--- src/rtl/mem_arbiter.sv ---
// Two-requester arbiter sharing one memory port between instruction fetch
// and data access, alternating grants when both sides contend.
module mem_arbiter (
    input  logic        clk,
    input  logic        rst,
    input  logic        i_read,
    input  logic [31:0] i_address,
    output logic [31:0] i_rdata,
    output logic        i_resp,
    input  logic        d_read,
    input  logic        d_write,
    input  logic [31:0] d_address,
    input  logic [31:0] d_wdata,
    input  logic [3:0]  d_byte_en,
    output logic [31:0] d_rdata,
    output logic        d_resp,
    output logic        mem_read,
    output logic        mem_write,
    output logic [31:0] mem_address,
    output logic [31:0] mem_wdata,
    output logic [3:0]  mem_byte_en,
    input  logic [31:0] mem_rdata,
    input  logic        mem_resp
);

    typedef enum logic [1:0] {
        IDLE,
        SERVE_I,
        SERVE_D,
        RESP
    } state_t;

    state_t state;
    logic   last_d;
    logic   i_req;
    logic   d_req;
    logic   grant_i;
    logic   grant_d;

    assign i_req = i_read;
    assign d_req = d_read | d_write;

    // On contention the side that did not win last time gets the port.
    assign grant_d = d_req && (!i_req || !last_d);
    assign grant_i = i_req && (!d_req || last_d);

    always_ff @(posedge clk or posedge rst) begin
        if (rst) begin
            state       <= IDLE;
            last_d      <= 1'b0;
            mem_read    <= 1'b0;
            mem_write   <= 1'b0;
            mem_address <= 32'h0;
            mem_wdata   <= 32'h0;
            mem_byte_en <= 4'h0;
            i_rdata     <= 32'h0;
            d_rdata     <= 32'h0;
            i_resp      <= 1'b0;
            d_resp      <= 1'b0;
        end else begin
            unique case (state)
                IDLE: begin
                    if (grant_d) begin
                        state       <= SERVE_D;
                        last_d      <= 1'b1;
                        mem_read    <= !d_write;
                        mem_write   <= d_write;
                        mem_address <= d_address;
                        mem_wdata   <= d_wdata;
                        mem_byte_en <= d_write ? d_byte_en : 4'hF;
                    end else if (grant_i) begin
                        state       <= SERVE_I;
                        last_d      <= 1'b0;
                        mem_read    <= 1'b1;
                        mem_write   <= 1'b0;
                        mem_address <= i_address;
                        mem_wdata   <= 32'h0;
                        mem_byte_en <= 4'hF;
                    end
                end
                SERVE_I, SERVE_D: begin
                    if (mem_resp) begin
                        state       <= RESP;
                        mem_read    <= 1'b0;
                        mem_write   <= 1'b0;
                        mem_address <= 32'h0;
                        mem_wdata   <= 32'h0;
                        mem_byte_en <= 4'h0;
                        if (state == SERVE_D) begin
                            d_rdata <= mem_rdata;
                            d_resp  <= 1'b1;
                        end else begin
                            i_rdata <= mem_rdata;
                            i_resp  <= 1'b1;
                        end
                    end
                end
                RESP: begin
                    state  <= IDLE;
                    i_resp <= 1'b0;
                    d_resp <= 1'b0;
                end
                default: state <= IDLE;
            endcase
        end
    end

endmodule

--- config.mk ---
export PLATFORM = sky130hd
export DESIGN_NAME = mem_arbiter
export DESIGN_NICKNAME = d
export VERILOG_FILES = /design/src/rtl/mem_arbiter.sv
export SDC_FILE = /design/constraint.sdc
export NUM_CORES = 1
export LEC_CHECK = 0
export BUFFER_PORTS_ARGS = -buffer_cell sky130_fd_sc_hd__buf_2
export CORE_ASPECT_RATIO = 0.6
export CORE_MARGIN = 2
export CORE_UTILIZATION = 40
export DETAILED_ROUTE_END_ITERATION = 8
export HOLD_SLACK_MARGIN = 0.12
export PLACE_DENSITY_LB_ADDON = 0.25
export SLEW_MARGIN = 40
export SYNTH_ARGS = -nofsm -noshare
export SYNTH_HDL_FRONTEND = slang
export SYNTH_SLANG_ARGS = --single-unit
--- constraint.sdc ---
create_clock -name clk -period 4.92 [get_ports clk]
set_input_delay 0.246 -clock clk [delete_from_list [all_inputs] [get_ports clk]]
set_output_delay 0.246 -clock clk [all_outputs]
set_load 0.01 [all_outputs]
# [Word-level counts from Yosys, hierarchy flattened]
# Index checks and enable logic that the tools add are counted.
[word_totals] reg_bits=139 latchBits=0 ram_bits=0 mem_bits_ro=0 out_inout_bits=136 elab_cells=70 n_memories=0
[classes] n_addsub=0 mul=0 div_mod_pow=0 order_cmp=0 eq_ne=7 n_shift=0 muxes=30 bitwise_logic=2 reduce_logical=20
[ops] cell="$mux 32" count=5
[ops] cell="$pmux 32 s2" count=2
[ops] cell="$mux 4" count=4
[ops] cell="$reduce_and 3->1" count=5
[ops] cell="$mux 1" count=10
[ops] cell="$pmux 1 s2" count=4
[ops] cell="$pmux 4 s2" count=1
[ops] cell="$mux 2" count=3
[ops] cell="$ne 2x2->1 const B" count=3
[ops] cell="$pmux 2 s3" count=1
[ops] cell="$reduce_bool 2->1" count=3
[ops] cell="$eq 2x2->1 const B" count=2
[ops] cell="$logic_not 1->1" count=4
[ops] cell="$reduce_and 2->1" count=2
[ops] cell="$ne 3x3->1 const B" count=1
[ops] cell="$eq 2x1->1 const B" count=1
[ops] cell="$logic_and 1x1->1" count=2
[ops] cell="$logic_not 2->1" count=1
[ops] cell="$logic_or 1x1->1" count=2
[ops] cell="$reduce_or 2->1" count=1
[ops] cell="$not 1->1" count=1
[ops] cell="$or 1x1->1" count=1

# [Depth between registers and ports, before layout]
[depth] word_depth=7 mapped_depth=8 depth_no_buf=5

# [Worst setup path after synthesis]
# No wires, ideal clock.
[synth_path] path_kind="register -> register" from="register state[0]" to="register mem_byte_en[3]" setup_time_ns=0.125 arrival_ns=1.749 setup_slack_ns=3.046 stages_incl_launch_ff=8 path_buffers=2 synth_period_minus_slack_ns=1.874 path_cell_list="dfrtp_1 -> inv_1 -> ha_1 -> nor4b_2 -> or3_1 -> buf_2 -> buf_6 -> mux2_4"
[synth_via] elab_chain_cells=4 elab_cells_between_ends=9 classes_between="4 x eq/ne; 1 x mux; 4 x reduce/logical"
[synth_lines] element="from (decl)" line="33" source="state_t state;"
[synth_lines] element="from (signal assigned)" line="49" source="state <= IDLE;"
[synth_lines] element="from (signal assigned)" line="64" source="state <= SERVE_D;"
[synth_lines] element="from (signal assigned)" line="72" source="state <= SERVE_I;"
[synth_lines] element="$eq 2x2->1 or $eq 2x1->1 (tied branches)" line="61" source="unique case (state)"
[synth_lines] element="$reduce_or 2->1" line="61"
[synth_lines] element="$ne 2x2->1 (no source line) or $reduce_bool 2->1 (tied branches)"
[synth_lines] element="$reduce_and 3->1 (no source line)"
[synth_lines] element="to (signal assigned)" line="70" source="mem_byte_en <= d_write ? d_byte_en : 4'hF;"
[synth_lines] element="to (decl)" line="21" source="output logic [3:0] mem_byte_en,"
# Parallel ways exist; a longest one is shown, timed or not.
# A chain may end at the register's enable or synchronous reset.

# [Worst setup path after layout]
[layout_path] from="register state[1]" to="register mem_byte_en[1]"
# Same word-level chain as after synthesis.

==> Implementation_results.wiki <==
{| class="wikitable"
! Metric !! Value
|-
| Run status || completed
|-
| Synth Area in Simple Gates || 1.26%
|-
| Worst Tran Pin Value || 0.724 ns
|-
| Routing usage on met2 || 37.0%
|-
| Endpoint, Worst Hold || mem_address[2]
|-
| Share of the synthesized area in compound gates (AO/OA/AOI/OAI) || 11.6%
|-
| Netlist cell types || 26
|-
| Power density over the cells || 669 nW/um^2
|-
| Area growth, synth to finish || 57.2%
|-
| Combinational family with the most area after synthesis || multiplexers
|-
| CTS tree || yes
|-
| RSZ-0062 raised after global routing || false
|-
| Core Footprint || 13600 sq um
|-
| Library cell used as clock root buffer || clkbuf_16
|-
| Worst Reg-to-Reg Cells || 6
|-
| H-tree levels || 4
|-
| Final setup violation count || 0
|-
| Total Neg Setup Slack || 0 ns
|-
| Initial DRC Count || 221
|-
| Post-Route Skew || 0.00951 ns
|-
| Post-DR vias/cell || 4.88
|-
| Wire length per cell || 16.8 um
|-
| Start of the worst register-to-register path || state[1]
|-
| DRC Markers || 0
|-
| Count of standard-cell rows || 33
|-
| Global-route met3 utilization || 5.77%
|-
| Placed wire-length estimate after detailed placement || 10.3 mm
|-
| Part of the Yosys area used for sequential elements || 62.6%
|-
| Global-route wire length before repair || 24.6 mm
|-
| Total length of routed wires || 15.8 mm
|-
| Peak clock frequency supported by timing || 356 MHz
|-
| Leading register cell type out of synthesis || dfrtp_1
|-
| Total number of yosys warnings || 0
|-
| Number of antenna violations at the first check in global routing || 0
|-
| Port Buffers || 273
|-
| Area of the mapped netlist || 5550 sq um
|-
| Xor and xnor area share after synthesis || 0%
|-
| Count of nets after finishing || 892
|-
| Worst setup path category || reg2reg
|-
| TritonCTS sink count || 139
|-
| Endpoint of the worst register-to-register path || mem_byte_en[1]
|-
| First-pass detailed-route iteration total || 4
|-
| Mapped Avg Cell Area || 14.9 sq um
|-
| Leakage Power || 4.41 nW
|-
| Count of cells along the worst hold path || 3
|-
| Via count of the first global-routing pass || 4848
|-
| Die Width || 156 um
|-
| Headroom to the max-slew limit || 51.7%
|-
| Fraction of layout cells with a size suffix above 1 || 50.7%
|-
| Worst skew pair latency || 0.41 ns
|-
| Synth Net Count || 514
|-
| Initial core utilization || 40.8%
|-
| Vert. Die Dim || 95.3 um
|-
| CP endpoint kind || register
|-
| DIE AREA || 14900 sq um
|-
| Number of enable flip-flop cells after synthesis || 0
|-
| Clock-pin transition on the worst setup and hold timing paths || 0.06 ns
|-
| Vias after detailed routing || 4580
|-
| Longest Clk Path Bufs || 2
|-
| Global placement routability congestion || 0.734
|-
| Cell types with the largest area share after synthesis || dfrtp_1 63%, mux2_2 14%, mux2i_1 6.7%
|-
| Arrival time reported for the critical path endpoint || 3.10 ns
|-
| Worst hold path type || in2reg
|-
| Max IR drop VDD || 0.345 mV
|-
| Register-to-Register Setup Slack || 2.11 ns
|-
| Startpoint of the most critical hold path || i_address[2]
|-
| Peak fanout along the critical path || 38
|-
| Cell type with the highest aggregate area in the netlist || dfrtp_1
|-
| Synth top area share || 62.6%
|-
| Time the final worst path needs with I/O delays and setup || 2.81 ns
|-
| Max Cap Viol || 0
|-
| Most used cells in the layout excluding fill and tap cells || 273 x buf_2, 139 x dfrtp_1, 103 x dlygate4sd3_1, 68 x mux2_2, 37 x mux2i_1
|-
| Required time worst endpoint || 5.21 ns
|-
| N_diodes || 0
|-
| Post-synthesis register bit count || 139
|-
| Share of synthesized area spent on multiplexers || 20.7%
|-
| Hold violation total from the final report || 0
|-
| Leftover overflow at the end of global routing || 0
|-
| I/O pin count || 274
|-
| Antenna-violating nets left || 0
|-
| Number of standard cells after synthesis || 373
|-
| Total routing usage reported by global routing || 21.6%
|-
| Most common cell after layout, fill and taps aside || buf_2
|-
| Startpoint class of the critical path || register
|-
| Hold WS || 0.130 ns
|-
| Adder-Cell Fraction of Synth Area || 0.676%
|-
| Final Slew Violations || 0
|-
| Met1 usage || 26.9%
|-
| Final clock period utilization by the worst path || 57.2%
|-
| Share of synthesized registers carrying an async set or reset || 100%
|-
| Busiest grt layer || met2
|-
| Pin count of the biggest net entering global routing || 85
|-
| Clock buffer count from CTS || 17
|}
## report_power, final
part | internal, mW | switching (mW) | total, mW
sequential | 1.73 | 0.303 | 2.03
clock | 0.723 | 0.521 | 1.24
combinational | 1.22 | 1.35 | 2.56
total | 3.67 | 2.17 | 5.84
## synth_stat cells (4+ instances only)
| cell type | n |
|---|---|
| a21oi_1 | 6 |
| a22o_1 | 32 |
| buf_2 | 12 |
| clkbuf_1 | 6 |
| dfrtp_1 | 139 |
| inv_1 | 11 |
| mux2_2 | 68 |
| mux2i_1 | 37 |
| nand2_1 | 4 |
| o2bb2ai_1 | 33 |
## cells by family (layout without fill, tap and decap cells)
group / Yosys count / count (layout)
multiplexers: 106 / 106
AND/OR/NAND/NOR: 12 / 12
AO/OA/AOI/OAI: 77 / 77
adder cells (fa/ha/maj): 3 / 3
flip-flops: 139 / 139
buffers and inverters: 36 / 427
## per-stage QoR
step	total power, mW	std cells	util (%)	worst slack (ns)	cell area [sq um]
floorplan	3.61	373	-	0.949	5550
global placement	4.40	800	51.9	2.29	7070
detailed placement	4.52	804	52.3	2.12	7120
CTS	5.88	939	64.1	2.11	8730
global route	6.21	939	64.1	1.92	8730
finish	5.84	939	64.1	2.11	8730
## critical path: stages (launching register included)
cell and delay, ns:
dfrtp_1 0.38, inv_1 0.06, ha_1 0.55, nor2b_1 0.24, or3_2 0.56, buf_4 0.50, mux2_2 0.38
## routing by layer
| layer | wire length [um] | vias up |
|---|---|---|
| met2 | 7860 | 172 |
| li1 | - | 2131 |
| met3 | 924 | 21 |
| met4 | 258 | 0 |
| met1 | 6770 | 2256 |
| met5 | 0 | - |
## how the worst max path moves through the flow
stage,startpoint,endpoint,slack (ns)
global route,state[1],mem_byte_en[1],1.92
global placement,state[0],mem_byte_en[3],2.29
CTS,state[1],mem_byte_en[1],2.11
detailed placement,state[1],mem_byte_en[1],2.12
floorplan,rst,d_rdata[0],0.95
finish,state[1],mem_byte_en[1],2.11
## state kept, by name, indices dropped and copies added, names as in the netlist
name / count
mem_read: 1
mem_wdata: 32
d_resp: 1
mem_address: 32
state: 2
mem_write: 1
mem_byte_en: 4
last_d: 1
d_rdata: 32
i_resp: 1
i_rdata: 32
## layout make-up
type	count	area, sq um
Timing Repair Buffer	384	2480
Tap cell	175	219
Inverter	11	46.3
Clock inverter	13	134
Multi-Input combinational cell	198	1930
Sequential cell	139	3480
Clock buffer	19	443
Fill cell	1025	4900
## timing repair
item	4_1_cts	5_1_grt
setup buffers	0	0
endpoints found under the hold margin	201	0
hold buffers	103	0
endpoints found under the setup margin	0	0
gates resized for setup	0	0
(Power assumes the default switching activity.)
